$ cat config.mk
export PLATFORM = sky130hd
export DESIGN_NAME = mem_access_stage
export DESIGN_NICKNAME = d
export VERILOG_FILES = /design/src/rtl/mem_access_stage.sv
export SDC_FILE = /design/constraint.sdc
export NUM_CORES = 1
export LEC_CHECK = 0
export BUFFER_PORTS_ARGS = -buffer_cell sky130_fd_sc_hd__buf_2
export CAP_MARGIN = 10
export CORE_AREA = 2 2 108 110
export DETAILED_ROUTE_END_ITERATION = 6
export DIE_AREA = 0 0 110 112
export PLACE_DENSITY = 0.79
export SLEW_MARGIN = 0
export SYNTH_ARGS = -nofsm -noshare
export SYNTH_HDL_FRONTEND = slang
export SYNTH_SLANG_ARGS = --single-unit
$ cat constraint.sdc
create_clock -name clk -period 4 [get_ports clk]
set_input_delay 0.2 -clock clk [delete_from_list [all_inputs] [get_ports clk]]
set_output_delay 0.2 -clock clk [all_outputs]
set_load 0.02 [all_outputs]
$ cat src/rtl/mem_access_stage.sv
// rtl/mem_access_stage.sv - MEM-stage load/store unit: req/ack data bus, byte lanes, wait-state stall, timeout abort; optional MEM_ALIGN_CHECK_EN
module mem_access_stage #(
    parameter int TIMEOUT_CYCLES = 255
) (
    input  logic        clk,
    input  logic        reset,
    input  logic [31:0] Instr_in_M,
    input  logic [31:0] ALU_Out_in_M,
    input  logic [31:0] WriteData_in_M,
    input  logic [4:0]  WriteReg_in_M,
    output logic [31:0] Instr_out_M,
    output logic [4:0]  WriteReg_out_M,
    output logic [31:0] Data_out_dm,
    output logic        stall_M,
    output logic        bus_err,
    output logic        mem_req,
    output logic        mem_we,
    output logic [31:0] mem_addr,
    output logic [3:0]  mem_be,
    output logic [31:0] mem_wdata,
    input  logic [31:0] mem_rdata,
    input  logic        mem_ack
);

    localparam logic [5:0] OP_LB  = 6'h20;
    localparam logic [5:0] OP_LH  = 6'h21;
    localparam logic [5:0] OP_LW  = 6'h23;
    localparam logic [5:0] OP_LBU = 6'h24;
    localparam logic [5:0] OP_LHU = 6'h25;
    localparam logic [5:0] OP_SB  = 6'h28;
    localparam logic [5:0] OP_SH  = 6'h29;
    localparam logic [5:0] OP_SW  = 6'h2B;

    // Last WAIT count before the access is abandoned as a bus error
    localparam logic [15:0] CNT_LAST = 16'(TIMEOUT_CYCLES - 1);

    typedef enum logic [1:0] {
        S_IDLE,
        S_WAIT,
        S_DONE
    } state_t;

    typedef enum logic [1:0] {
        SZ_BYTE,
        SZ_HALF,
        SZ_WORD
    } size_t;

    state_t      state;
    state_t      state_nxt;
    logic [15:0] cnt;
    logic [31:0] rdata_q;
    logic        bus_err_q;

    logic [5:0]  opcode;
    logic [1:0]  lane;
    logic        is_load;
    logic        is_store;
    logic        is_mem;
    logic        sign_ext;
    size_t       size;
    logic        misaligned;
    logic        issue;

    logic [7:0]  load_byte;
    logic [15:0] load_half;
    logic [31:0] load_ext;

    logic        req_c;
    logic        stall_c;
    logic        pass_c;
    logic [31:0] data_c;

    assign opcode = Instr_in_M[31:26];
    assign lane   = ALU_Out_in_M[1:0];
    assign is_mem = is_load | is_store;

    // Opcode decode into direction, access size and extension kind
    always_comb begin
        is_load  = 1'b0;
        is_store = 1'b0;
        sign_ext = 1'b0;
        size     = SZ_WORD;
        case (opcode)
            OP_LW:  begin is_load = 1'b1;  size = SZ_WORD; end
            OP_LB:  begin is_load = 1'b1;  size = SZ_BYTE; sign_ext = 1'b1; end
            OP_LBU: begin is_load = 1'b1;  size = SZ_BYTE; end
            OP_LH:  begin is_load = 1'b1;  size = SZ_HALF; sign_ext = 1'b1; end
            OP_LHU: begin is_load = 1'b1;  size = SZ_HALF; end
            OP_SW:  begin is_store = 1'b1; size = SZ_WORD; end
            OP_SB:  begin is_store = 1'b1; size = SZ_BYTE; end
            OP_SH:  begin is_store = 1'b1; size = SZ_HALF; end
            default: ;
        endcase
    end

`ifdef MEM_ALIGN_CHECK_EN
    // Misaligned words/halves are refused instead of being silently realigned
    assign misaligned = is_mem &&
                        (((size == SZ_WORD) && (lane != 2'b00)) ||
                         ((size == SZ_HALF) && lane[0]));
`else
    // Without the check, words ignore the low bits and halves use lane[1] only
    assign misaligned = 1'b0;
`endif

    assign issue = is_mem & ~misaligned;

    // Bus address is always word aligned; lanes pick the bytes
    assign mem_addr = {ALU_Out_in_M[31:2], 2'b00};

    // Byte enables and lane-replicated store data
    always_comb begin
        mem_be    = 4'b1111;
        mem_wdata = WriteData_in_M;
        case (size)
            SZ_BYTE: begin
                mem_be    = 4'b0001 << lane;
                mem_wdata = {4{WriteData_in_M[7:0]}};
            end
            SZ_HALF: begin
                mem_be    = lane[1] ? 4'b1100 : 4'b0011;
                mem_wdata = {2{WriteData_in_M[15:0]}};
            end
            default: ;
        endcase
    end

    // Lane selection and sign/zero extension of returned read data
    always_comb begin
        case (lane)
            2'd0:    load_byte = mem_rdata[7:0];
            2'd1:    load_byte = mem_rdata[15:8];
            2'd2:    load_byte = mem_rdata[23:16];
            default: load_byte = mem_rdata[31:24];
        endcase
        load_half = lane[1] ? mem_rdata[31:16] : mem_rdata[15:0];
        case (size)
            SZ_BYTE: load_ext = {{24{sign_ext & load_byte[7]}}, load_byte};
            SZ_HALF: load_ext = {{16{sign_ext & load_half[15]}}, load_half};
            default: load_ext = mem_rdata;
        endcase
    end

    // State register, wait counter, captured load data and error pulse
    always_ff @(posedge clk or posedge reset) begin
        if (reset) begin
            state     <= S_IDLE;
            cnt       <= '0;
            rdata_q   <= '0;
            bus_err_q <= 1'b0;
        end else begin
            state     <= state_nxt;
            bus_err_q <= 1'b0;
            case (state)
                S_IDLE: begin
                    cnt       <= '0;
                    bus_err_q <= misaligned;
                end
                S_WAIT: begin
                    if (mem_ack) begin
                        rdata_q <= is_load ? load_ext : 32'h0;
                    end else if (cnt == CNT_LAST) begin
                        rdata_q   <= 32'h0;
                        bus_err_q <= 1'b1;
                    end else begin
                        cnt <= cnt + 16'd1;
                    end
                end
                default: cnt <= '0;
            endcase
        end
    end

    // Next-state: stall on a missed ack, leave WAIT on ack or timeout
    always_comb begin
        state_nxt = state;
        case (state)
            S_IDLE:  if (issue && !mem_ack) state_nxt = S_WAIT;
            S_WAIT:  if (mem_ack || (cnt == CNT_LAST)) state_nxt = S_DONE;
            S_DONE:  state_nxt = S_IDLE;
            default: state_nxt = S_IDLE;
        endcase
    end

    // Per-state bus request, stall and load data selection
    always_comb begin
        req_c   = 1'b0;
        stall_c = 1'b0;
        pass_c  = 1'b1;
        data_c  = 32'h0;
        case (state)
            S_IDLE: begin
                req_c  = issue;
                pass_c = ~misaligned;
                if (issue && !mem_ack) begin
                    stall_c = 1'b1;
                end else if (issue && is_load) begin
                    data_c = load_ext;
                end
            end
            S_WAIT: begin
                req_c   = 1'b1;
                stall_c = 1'b1;
            end
            S_DONE: begin
                data_c = rdata_q;
            end
            default: ;
        endcase
    end

    // Reset masks the bus and pipeline controls immediately; stalls send bubbles to M/W
    always_comb begin
        mem_req        = req_c & ~reset;
        mem_we         = req_c & is_store & ~reset;
        stall_M        = stall_c & ~reset;
        bus_err        = bus_err_q & ~reset;
        Data_out_dm    = (stall_M || !pass_c) ? 32'h0 : data_c;
        Instr_out_M    = (stall_M || !pass_c) ? 32'h0 : Instr_in_M;
        WriteReg_out_M = (stall_M || !pass_c) ? 5'd0 : WriteReg_in_M;
    end

endmodule

# After elaboration in Yosys (flattened, before gate mapping)
# Cells that the tools add are included.
word_totals:
  reg_bits: 51
  in_bits: 136
  output_inout_bits: 141
  wordCells: 80
op_classes:
  n_addsub: 1
  eq_ne: 18
  shift: 1
  n_mux: 31
  bitwise: 9
  reduce_logical: 16
op_table:
  columns: ["operator", "n"]
  rows:
  - ["$mux W32", 7]
  - ["$pmux W32 S2", 3]
  - ["$mux W16", 4]
  - ["$eq A6 B6 Y1 const B", 8]
  - ["$pmux W8 S3", 1]
  - ["$add A16 B1 Y16 const B", 1]
  - ["$eq A16 B8 Y1 const B", 1]
  - ["$reduce_or A3 Y1", 3]
  - ["$ne A2 B2 Y1 const B", 4]
  - ["$pmux W2 S2", 2]
  - ["$pmux W4 S2", 1]
  - ["$and A1 B1 Y1", 7]
  - ["$mux W1", 7]
  - ["$eq A2 B1 Y1 const B", 3]
  - ["$logic_not A2 Y1", 3]
  - ["$reduce_and A2 Y1", 3]
  - ["$mux W5", 1]
  - ["$reduce_or A5 Y1", 1]
  - ["$eq A2 B2 Y1 const B", 2]
  - ["$mux W2", 2]
  - ["$mux W4", 1]
  - ["$pmux W1 S2", 2]
  - ["$shl A1 B2 Y4 const A", 1]
  - ["$logic_and A1 B1 Y1", 2]
  - ["6 further kinds", 6]

# Depth between registers and ports, before layout
# Gate-level depths: netlist of the first run.
depth:
  ltp_word: 9
  ltp_mapped: 8
  ltp_nobuf: 7

# Least setup slack after synthesis of the first run
# OpenSTA, ideal clock, no wires.
synth_timing:
  path_kind: "in2out"
  from: "input Instr_in_M[30]"
  to: "output Data_out_dm[15]"
  arrival_time_ns: 1.914
  required_ns: 3.800
  setup_slack_ns: 1.886
  cell_stages: 5
  n_path_buf: 1
  cell_sequence: "nand2b_1 buf_2 nor4_2 a21oi_1 o31ai_1"
synth_between:
  elab_chain_cells: 9
  word_cells_on_any_way: 31
  classes_between: "eq/ne (9); mux (11); bitwise (3); reduce/logical (8)"
synth_rtl:
  columns: ["item", "line_no", "text"]
  rows:
  - ["from (decl)", "7", "input logic [31:0] Instr_in_M,"]
  - ["$eq A6 B6 Y1", "84", "case (opcode)"]
  - ["$reduce_or A3 Y1 (no line) (tied with other cells)", null, null]
  - ["$pmux W2 S2 or $mux W1 (tied branches)", "84", null]
  - ["$eq A2 B1 Y1 (tied with other cells)", "138", "case (size)"]
  - ["$pmux W32 S2 (tied with other cells)", "138", null]
  - ["$mux W32 or $mux W1 (tied branches)", "198, 196", null]
  - ["$mux W32 or $pmux W1 S2 (tied branches)", "196, 192", null]
  - ["$pmux W32 S2 or $and A1 B1 Y1 (tied branches)", "192, 217", null]
  - ["$mux W32 *", "219", "Data_out_dm = (stall_M || !pass_c) ? 32'h0 : data_c;"]
  - ["to (decl)", "13", "output logic [31:0] Data_out_dm,"]
# Every way passes the cells marked *; elsewhere a longest branch is shown, timed or not.

# Worst setup path after layout of the first run
layout_timing:
  from: "input Instr_in_M[30]"
  to: "output Data_out_dm[19]"
layout_between:
  elab_chain_cells: 9
  word_cells_on_any_way: 32
  classes_between: "eq/ne (9); mux (11); bitwise (4); reduce/logical (8)"
layout_rtl:
  columns: ["item", "line_no"]
  rows:
  - ["$eq A6 B6 Y1", "84"]
  - ["$reduce_or A3 Y1 (no line) (tied with other cells)", null]
  - ["$pmux W2 S2 or $mux W1 (tied branches)", "84"]
  - ["$eq A2 B1 Y1 (tied with other cells)", "138"]
  - ["$pmux W32 S2 (tied with other cells)", "138"]
  - ["$mux W32 or $mux W1 (tied branches)", "198, 196"]
  - ["$mux W32 or $pmux W1 S2 (tied branches)", "196, 192"]
  - ["$pmux W32 S2 or $and A1 B1 Y1 (tied branches)", "192, 217"]
  - ["$mux W32 *", "219"]
# Marked as above.

==> flow_summary.ini, run 1 <==
[critical_path]
worst_r2r_startpoint = cnt[8]
critical_path.startpoint_type = input port
crit_fanout = 23
arrival_ps = 2830
crit_path_end_kind = output port
worstPathBufferInverterCount = 2
crit_family = simple AND/OR/NAND/NOR gates
worst_setup_path_startpoint = Instr_in_M[30]
cp_cell_sequence = buf_2 -> nand2b_1 -> a211oi_1 -> nand3_1 -> o31ai_1 -> buf_2
worstRegToRegCells = 5
reg2reg_setup_slack_ps = 1510
path_depth = 6
critical-path-slowest-cell = nand3_1
r2r-end = rdata_q[23]
worst_ep_required_time_ps = 3800
worst_path_most_repeated_cell = buf_2
worst_setup_path_endpoint = Data_out_dm[19]
cpPeakStageDelay_ps = 630
worst-setup-path-type = input port to output port

[synth]
proportion_of_netlist_area_held_by_the_largest_area_contributor = 0.268
synth_top_cell_by_area = dfrtp_1
netlist_top_cells_area = dfrtp_1 (27%), nand2_1 (6.4%), buf_4 (6.3%)
synth_enable_flop_cells = 0
main_combinational_cell_family_by_area_after_synthesis = simple AND/OR/NAND/NOR gates
synthAdderAreaFrac = 0.00525
register_bit_count_reported_by_yosys = 51
synth_xor_area_frac = 0.0110
synthFlopType = dfrtp_1
yosys.area_share.simple = 0.250
synth_warnings = 0
synth.lib_cells_used.distinct = 64
synth_compound_area_frac = 0.225
async_flop_share = 1.00
synth_mux_area_frac = 0.102
mappedNetlistArea_sq_um = 4760
avgSynthCellArea_sq_um = 8.06
ys_seq_area_frac = 0.268
netlist_instances = 591

[placed_design]
place.port_buffers = 214
placer_congestion_estimate = 0.913
hpwl_mm = 12.1
place_ws_ps = 1030

[global_route]
grt_usage = 0.255
grt_pass1_vias = 4852
grt_start_max_net_pins = 52
antenna_found_initial = 2
grt_overflow_total = 0
global_route_wire_length_before_repair_mm = 25.0

[sta]
final_period_minus_worst_setup_slack_ps = 3030
tightestPinTransition_ps = 1080
skew_ps = 10.2
final.setup.tns_ps = 0
timing.final.hold_violations = 0
final.setup.worst_slack_ps = 971
grt_setup_unrepaired = no
setup_violations = 0
max_freq_ghz = 0.330
final_cycle_utilization_of_the_critical_path = 0.757
max_slew_margin = 0.282
final-max-slew-violation-count = 0

[pwr]
internal-power_w = 0.00103
netSwitchingPower_w = 0.000512
power_switching_share = 0.333
p_seq_frac = 0.378
pwr-share-comb = 0.303
p_per_area_nw_per_um2 = 268
leakagePower_nw = 2.71
clock_power_share = 0.319
power.ir.vdd_worst_mv = 0.180

[die]
floorplan.die_area_sq_um = 12300
rows = 39
ioPinCount = 277
core-area_sq_um = 11200
chipHeight_um = 112
floorplan.initialDensity = 0.426
die_w_um = 110

[drt]
antenna_violating_nets_left = 0
drt_wl_total_mm = 16.1
drt_drc_violations_left = 0
drt_iter0_drc = 532
route.detailed.wl_per_inst_um = 18.4
drt-pass1-iter-count = 6
vias_after_detailed_routing = 5141
route.detailed.vias_per_inst = 5.86

[finish]
syn2layout_area_growth_pct = 20.3
layout_commonest_cell = buf_2
most-common-layout-cells = buf_2 (214), nand2_1 (81), dfrtp_1 (51), o21ai_0 (42)
drive_above_1_share = 0.347
numnets_final = 872

[clock_network]
clock_root_buffer = clkbuf_16
post_cts_resize_count = 0
cts_inserted_buffers = 5
cts_hold_buf = 0
htree_num_levels = 2
clock_sink_count = 51
clock_tree_from_tritoncts = done
clkSlewWorstSetupHoldPaths_ps = 70
clk-insertion-delay-late_ps = 300
post_cts_buffers = 0
ctsLongestPathBuffers = 2

[hold_path]
min_delay_path_depth = 3
min-delay-path-class = input port to flop

[outcome]
outcome = completed

[flow_run]
drv.max_cap_violation_count = 0
[worst reg2reg max path: stages, from the launching register on]
cell and delay, ps:
dfrtp_1 430, or4_4 560, nor4_2 410, o21ai_2 290
inv_2 450, mux2i_1 270
[stage by stage]
stage | cell area, sq um | hold WS, ps | std cells | utilization | total power [W]
global route | 5730 | 228 | 877 | 0.513 | 0.00161
floorplan | 4770 | 357 | 592 | - | 0.000930
finish | 5730 | 202 | 878 | 0.513 | 0.00154
global placement | 5570 | 400 | 870 | 0.499 | 0.00104
detailed placement | 5570 | 400 | 870 | 0.499 | 0.00105
CTS | 5730 | 211 | 877 | 0.513 | 0.00153
[Yosys cell counts (all sizes together) (4+ instances only)]
cell type,n
nand2,81
buf,59
dfrtp,51
o21ai,43
inv,40
and2,38
clkbuf,26
nand3,26
mux2i,24
o221ai,16
nor2,15
o32ai,13
a21oi,10
o31ai,10
a22o,9
nand2b,9
o2bb2ai,9
mux2,8
nor2b,8
nor4,8
a222oi,7
mux4,7
o2111ai,7
and3,5
nand3b,5
xnor2,5
nand4,4
nand4b,4
or3,4
[cell type report]
cell class	instances	area, sq um
diodes	1	2.50
clock buffers	6	129
clock inverters	1	30.0
fillers	1099	5440
inverters	40	150
multi-input cells	416	2850
flip-flops and latches	51	1280
well taps	143	179
repair buffers	220	1120
[cells by family after synthesis]
| group | after synthesis |
|---|---|
| AO/OA/AOI/OAI | 145 |
| adder cells (fa/ha/maj) | 2 |
| XOR/XNOR | 6 |
| flip-flops | 51 |
| multiplexers | 39 |
| AND/OR/NAND/NOR | 222 |
| other | 1 |
| buffers and inverters | 125 |
[routing by layer]
metal  GRT usage  vias to the layer above  wire, um
met5           0                        -        13
met4       0.109                        2       571
met3      0.0492                       63      1560
met2       0.398                      294      7600
met1       0.343                     2393      6380
li1            -                     2389         -
[power by group through the flow]
stage	clock [W]	combinational [W]	sequential [W]
6_report	0.000491	0.000467	0.000581
5_1_grt	0.000515	0.000505	0.000586
4_1_cts	0.000488	0.000464	0.000580
3_5_place_dp	0	0.000461	0.000589
3_3_place_gp	0	0.000457	0.000587
2_1_floorplan	0	0.000348	0.000582
[worst min-delay path by stage]
stage	end	slack, ps	from
2_1_floorplan	rdata_q[10]	360	mem_rdata[10]
3_3_place_gp	mem_addr[17]	400	ALU_Out_in_M[17]
3_5_place_dp	mem_addr[17]	400	ALU_Out_in_M[17]
4_1_cts	rdata_q[11]	210	mem_rdata[11]
5_1_grt	rdata_q[11]	230	mem_rdata[11]
6_report	rdata_q[11]	200	mem_rdata[11]
[sequential cells by signal, indices dropped and copies added (netlist names)]
register and cells:
state 2, bus_err_q 1, cnt 16, rdata_q 32
Power figures use the tool's default switching activity.
==> run 2, diff against run 1 <==
--- a/config.mk
+++ b/config.mk
@@ -7,10 +7,10 @@
 export LEC_CHECK = 0
 export BUFFER_PORTS_ARGS = -buffer_cell sky130_fd_sc_hd__buf_2
 export CAP_MARGIN = 10
-export CORE_AREA = 2 2 108 110
+export CORE_AREA = 2 2 106 108
 export DETAILED_ROUTE_END_ITERATION = 6
-export DIE_AREA = 0 0 110 112
-export PLACE_DENSITY = 0.79
+export DIE_AREA = 0 0 108 110
+export PLACE_DENSITY = 0.81
 export SLEW_MARGIN = 0
 export SYNTH_ARGS = -nofsm -noshare
 export SYNTH_HDL_FRONTEND = slang
==> constraint.sdc (replaced) <==
create_clock -name clk -period 3 [get_ports clk]
set_input_delay 0.15 -clock clk [delete_from_list [all_inputs] [get_ports clk]]
set_output_delay 0.15 -clock clk [all_outputs]
set_load 0.02 [all_outputs]
==> run 2 against run 1 <==
Effect of this change:
- the run now ends with DRC left
- combinational power up 35%
- worst setup slack worse by 530 ps
- worst hold slack worse by 63 ps
- sequential share of layout area down 0.073 points
- flip-flop and latch count unchanged
- first-iteration DRC count up 6.6%
- cell area up 0.33%
- non-clock buffer count up 10
- die area down 3.6%
- critical endpoint is now rdata_q[27]
- highest routed layer unchanged
==> flow_summary.ini, run 2 (synthesized netlist as in run 1, its figures left out) <==
[pwr]
power.ir.vdd_worst_mv = 0.217
total_power_w = 0.00182
leakagePower_nw = 2.73
p_per_area_nw_per_um2 = 317

[sta]
tightestPinTransition_ps = 909
final.setup.tns_ps = 0
max_freq_ghz = 0.390
skew_ps = 8.76
setup_violations = 0
fin_worst_hold_slack_ps = 138
grt_setup_unrepaired = no
final_cycle_utilization_of_the_critical_path = 0.854
final-max-slew-violation-count = 0
max_slew_margin = 0.391
timing.final.hold_violations = 0
final_period_minus_worst_setup_slack_ps = 2560

[critical_path]
arrival_ps = 2800
cp_cell_sequence = or4_4 -> nor4_2 -> o21ai_2 -> inv_2 -> mux2i_1
path_depth = 5
worstPathBufferInverterCount = 1
worstRegToRegCells = 5
worst-setup-path-type = flop to flop
critical_path.startpoint_type = flop
critical-path-slowest-cell = or4_4
worst_ep_required_time_ps = 3240
crit_family = simple AND/OR/NAND/NOR gates
crit_path_end_kind = flop
reg2reg_setup_slack_ps = 440
cpPeakStageDelay_ps = 580
crit_fanout = 20
worst_r2r_startpoint = cnt[11]
r2r-end = rdata_q[27]

[global_route]
grt_overflow_total = 0
grt_pass1_vias = 4353
grt_start_max_net_pins = 52
grt_usage = 0.250
antenna_found_initial = 1
global_route_wire_length_before_repair_mm = 23.5

[hold_path]
min_delay_worst_endpoint = rdata_q[14]
min_delay_path_depth = 3
min-delay-path-class = input port to flop
timing.hold.worst.start = mem_rdata[14]

[drt]
drt_iter0_drc = 567
antenna_violating_nets_left = 0
drt_drc_violations_left = 3
route.detailed.vias_per_inst = 5.80
route.detailed.wl_per_inst_um = 18.0
drt-pass1-iter-count = 7
vias_after_detailed_routing = 5133
drt_wl_total_mm = 15.9

[finish]
most-common-layout-cells = buf_2 (214), nand2_1 (81), dfrtp_1 (51), o21ai_0 (42)
layout_commonest_cell = buf_2
largestRegisters = rdata_q: 32 flops, cnt: 16 flops, state: 2 flops
syn2layout_area_growth_pct = 20.7
drive_above_1_share = 0.357
antenna_cells_inserted = 0
numnets_final = 882
post-route-util = 0.538
regMostFlops = rdata_q
largest_register_ffs = 32

[clock_network]
ctsLongestPathBuffers = 2
cts_inserted_buffers = 5
cts_hold_buf = 0
clock_sink_count = 51
clock_tree_from_tritoncts = done
post_cts_buffers = 0
post_cts_resize_count = 0
htree_num_levels = 2
clk-insertion-delay-late_ps = 310
clock_root_buffer = clkbuf_8
clkSlewWorstSetupHoldPaths_ps = 100

[placed_design]
placer_congestion_estimate = 0.921
hpwl_mm = 12.3
place.port_buffers = 214

[outcome]
failed_checks = DRC
outcome = complete, but fails checks

[die]
ioPinCount = 277
floorplan.initialDensity = 0.445
chipHeight_um = 110
floorplan.die_area_sq_um = 11900
rows = 38
core-area_sq_um = 10700
die_w_um = 108

[flow_run]
drv.max_cap_violation_count = 0
[run 2: worst max path at each step]
stage              startpoint               to  slack [ps]
5_1_grt        Instr_in_M[26]  Data_out_dm[19]         310
6_report              cnt[11]      rdata_q[27]         440
2_1_floorplan  Instr_in_M[30]  Data_out_dm[15]         990
4_1_cts        Instr_in_M[27]  Instr_out_M[26]         510
3_3_place_gp   Instr_in_M[27]  Instr_out_M[26]         550
3_5_place_dp   Instr_in_M[27]  Instr_out_M[26]         510
[run 2: stage by stage]
step	setup slack, ps	cell area (sq um)	std cells
after floorplan	986	4770	592
final	439	5750	885
after global routing	308	5750	885
after CTS	511	5720	883
after global placement	553	5630	875
after detailed placement	513	5630	875
[run 2: worst min-delay path: stages]
cell	delay [ps]
buf_2	120
nand3_1	80
o2111ai_1	70
[run 2: final cells by class]
| class | instances | area [sq um] |
|---|---|---|
| Fill cell | 1003 | 4950 |
| Multi-Input combinational cell | 416 | 2850 |
| Sequential cell | 51 | 1280 |
| Timing Repair Buffer | 230 | 1210 |
| Tap cell | 140 | 175 |
| Inverter | 40 | 150 |
| Clock buffer | 5 | 68.8 |
| Clock inverter | 3 | 25.0 |
[run 2: per-layer routing]
metal | GRT usage | wire [um]
met1 | 0.380 | 7080
met2 | 0.360 | 7000
met4 | 0.0751 | 348
met3 | 0.0464 | 1490
met5 | 0 | 13
[run 2: report_power, final]
part	switching [W]	internal, W	leakage (nW)
combinational	0.000386	0.000245	1.98
sequential	0.0000344	0.000741	0.702
clock	0.000247	0.000167	0.0443
total	0.000667	0.00115	2.73
==> run 3, diff against run 2 <==
--- a/config.mk
+++ b/config.mk
@@ -5,6 +5,7 @@
 export SDC_FILE = /design/constraint.sdc
 export NUM_CORES = 1
 export LEC_CHECK = 0
+export ABC_AREA = 1
 export BUFFER_PORTS_ARGS = -buffer_cell sky130_fd_sc_hd__buf_2
 export CAP_MARGIN = 10
 export CORE_AREA = 2 2 106 108
==> run 3 against run 2 <==
Effect of this change:
- the run now ends clean
- worst hold slack better by 89 ps
- register-to-register slack improved by 550 ps
- via count grew 10%
- critical endpoint is now Data_out_dm[16]
- highest routed layer is now met4
==> flow_summary.ini, run 3 <==
[pwr]
netSwitchingPower_w = 0.000671
internal-power_w = 0.00118
p_per_area_nw_per_um2 = 324
p_seq_frac = 0.395
pwr-share-comb = 0.318
power_switching_share = 0.363
clock_power_share = 0.288
power.ir.vdd_worst_mv = 0.192
leakagePower_nw = 3.25

[clock_network]
post_cts_buffers = 0
cts_inserted_buffers = 5
clock_sink_count = 51
clock_tree_from_tritoncts = done
htree_num_levels = 2
ctsLongestPathBuffers = 2
clock_root_buffer = clkbuf_8
clkSlewWorstSetupHoldPaths_ps = 110
clk-insertion-delay-late_ps = 310

[finish]
numnets_final = 1048
drive_above_1_share = 0.283
most-common-layout-cells = nand2_1 (235), buf_2 (214), nand3_1 (92), inv_1 (78), nor2_1 (57)
syn2layout_area_growth_pct = 19.6
largest_register_ffs = 32
largestRegisters = rdata_q: 32 flops, cnt: 16 flops, state: 2 flops
layoutNonFillerInstCount = 1054
regMostFlops = rdata_q
layout_commonest_cell = nand2_1

[die]
die_w_um = 108
floorplan.initialDensity = 0.445
core-area_sq_um = 10700
ioPinCount = 277
floorplan.die_area_sq_um = 11900
chipHeight_um = 110
rows = 38

[synth]
synth_enable_flop_cells = 0
synth.lib_cells_used.distinct = 37
synth_compound_area_frac = 0.0843
synth_top_cell_by_area = dfrtp_1
synthFlopType = dfrtp_1
proportion_of_netlist_area_held_by_the_largest_area_contributor = 0.268
synth_mux_area_frac = 0
async_flop_share = 1.00
ys_seq_area_frac = 0.268
main_combinational_cell_family_by_area_after_synthesis = simple AND/OR/NAND/NOR gates
yosys.area_share.simple = 0.442
register_bit_count_reported_by_yosys = 51
synthAdderAreaFrac = 0.00525
yosys.cell_count.top_type = nand2_1
avgSynthCellArea_sq_um = 6.30
post_synth_most_frequent_cells = nand2_1 (235), nand3_1 (92), inv_1 (79)
netlist_instances = 756
synth_xor_area_frac = 0.0129
mappedNetlistArea_sq_um = 4760
netlist_top_cells_area = dfrtp_1 (27%), nand2_1 (19%), nand3_1 (9.7%)
synth_warnings = 0

[critical_path]
worst_ep_required_time_ps = 2850
critical_path.startpoint_type = flop
crit_path_end_kind = output port
worst-setup-path-type = flop to output port
crit_fanout = 13
arrival_ps = 2280

[drt]
top_signal_layer_used = met4
drt_iter0_drc = 804
route.detailed.vias_per_inst = 5.36
vias_after_detailed_routing = 5654
drt_wl_total_mm = 17.8
wl_met3_mm = 1.88
route.detailed.wl_per_inst_um = 16.9
wirelength_met1_mm = 6.84
drt-pass1-iter-count = 6
antenna_violating_nets_left = 0
dr_wl_met2_mm = 8.22
drt_drc_violations_left = 0

[sta]
setup_violations = 0
final_cycle_utilization_of_the_critical_path = 0.810
grt_setup_unrepaired = no
final.setup.tns_ps = 0
tightestPinTransition_ps = 748
final.setup.worst_slack_ps = 571
max_slew_margin = 0.501
fin_worst_hold_slack_ps = 227
timing.final.hold_violations = 0
skew_ps = 11.6
max_freq_ghz = 0.412
final_period_minus_worst_setup_slack_ps = 2430
final-max-slew-violation-count = 0

[global_route]
global_route_wire_length_before_repair_mm = 25.6
grt_start_max_net_pins = 52
grt_usage = 0.279
antenna_found_initial = 3
grt_overflow_total = 0
grt_pass1_vias = 4777

[placed_design]
placedCellCount = 1040
placer_congestion_estimate = 1.04
place.port_buffers = 214
place_ws_ps = 742
hpwl_mm = 13.6

[hold_path]
min-delay-path-class = input port to flop

[flow_run]
drv.max_cap_violation_count = 0

[outcome]
outcome = completed
## run 3: layout make-up
cell class	count	area, sq um
flip-flops and latches	51	1280
repair buffers	226	1190
clock inverters	2	38.8
diodes	3	7.51
multi-input cells	541	2610
fillers	1101	5000
inverters	85	322
clock buffers	6	82.6
well taps	140	175
## run 3: power groups by stage
stage / clock [W] / combinational, W / sequential [W]
after floorplan: 0 / 0.000420 / 0.000739
after global placement: 0 / 0.000569 / 0.000741
after detailed placement: 0 / 0.000571 / 0.000742
after CTS: 0.000537 / 0.000575 / 0.000729
after global routing: 0.000569 / 0.000634 / 0.000733
final: 0.000531 / 0.000587 / 0.000729
## run 3: stage by stage
stage	instance area [sq um]	total power (W)	util
6_report	5700	0.00185	0.533
5_1_grt	5700	0.00194	0.533
4_1_cts	5660	0.00184	0.529
3_5_place_dp	5530	0.00131	0.517
3_3_place_gp	5530	0.00131	0.517
2_1_floorplan	4770	0.00116	-
## run 3: per-layer routing
| metal | vias to the layer above | global-route usage |
|---|---|---|
| met5 | - | 0 |
| met4 | 0 | 0.142 |
| met3 | 64 | 0.0741 |
| met2 | 351 | 0.438 |
| met1 | 2529 | 0.354 |
| li1 | 2710 | - |
## run 3: cell families (layout without fill, tap and decap cells)
logic type                 Yosys count  after routing
xor gates and xnor gates             7              7
buffers and inverters              165            319
DFF                                 51             51
other                                1              5
AOI/OAI and AO/OA                   65             65
and+or+nand+nor                    465            465
adders and majority gates            2              2
## run 3: critical path, cell delays in order, from the launching register on
cell and delay, ps:
dfrtp_1 440, nor2_2 300, inv_1 110, a21oi_2 450, buf_4 300, nand4_1 110, nand2_1 90, buf_2 160
## run 3: repair_timing
| item | CTS | global route |
|---|---|---|
| gates resized for setup | 0 | 0 |
| hold buffers | 1 | 1 |
| endpoints found under the hold margin | 1 | 13 |
## run 3: path summary, 6_finish.rpt
| path | cells after the start | slack, ps | endpoint | start |
|---|---|---|---|---|
| max | 7 | 570 | Data_out_dm[16] | state[1] |
| min | 5 | 230 | rdata_q[7] | mem_rdata[7] |
| min reg2reg | 2 | 490 | rdata_q[25] | rdata_q[25] |
| min in group asynchronous | 3 | 370 | rdata_q[23] | reset |
| max in group asynchronous | 4 | 2110 | rdata_q[17] | reset |
| max reg2reg | 8 | 990 | rdata_q[30] | state[0] |
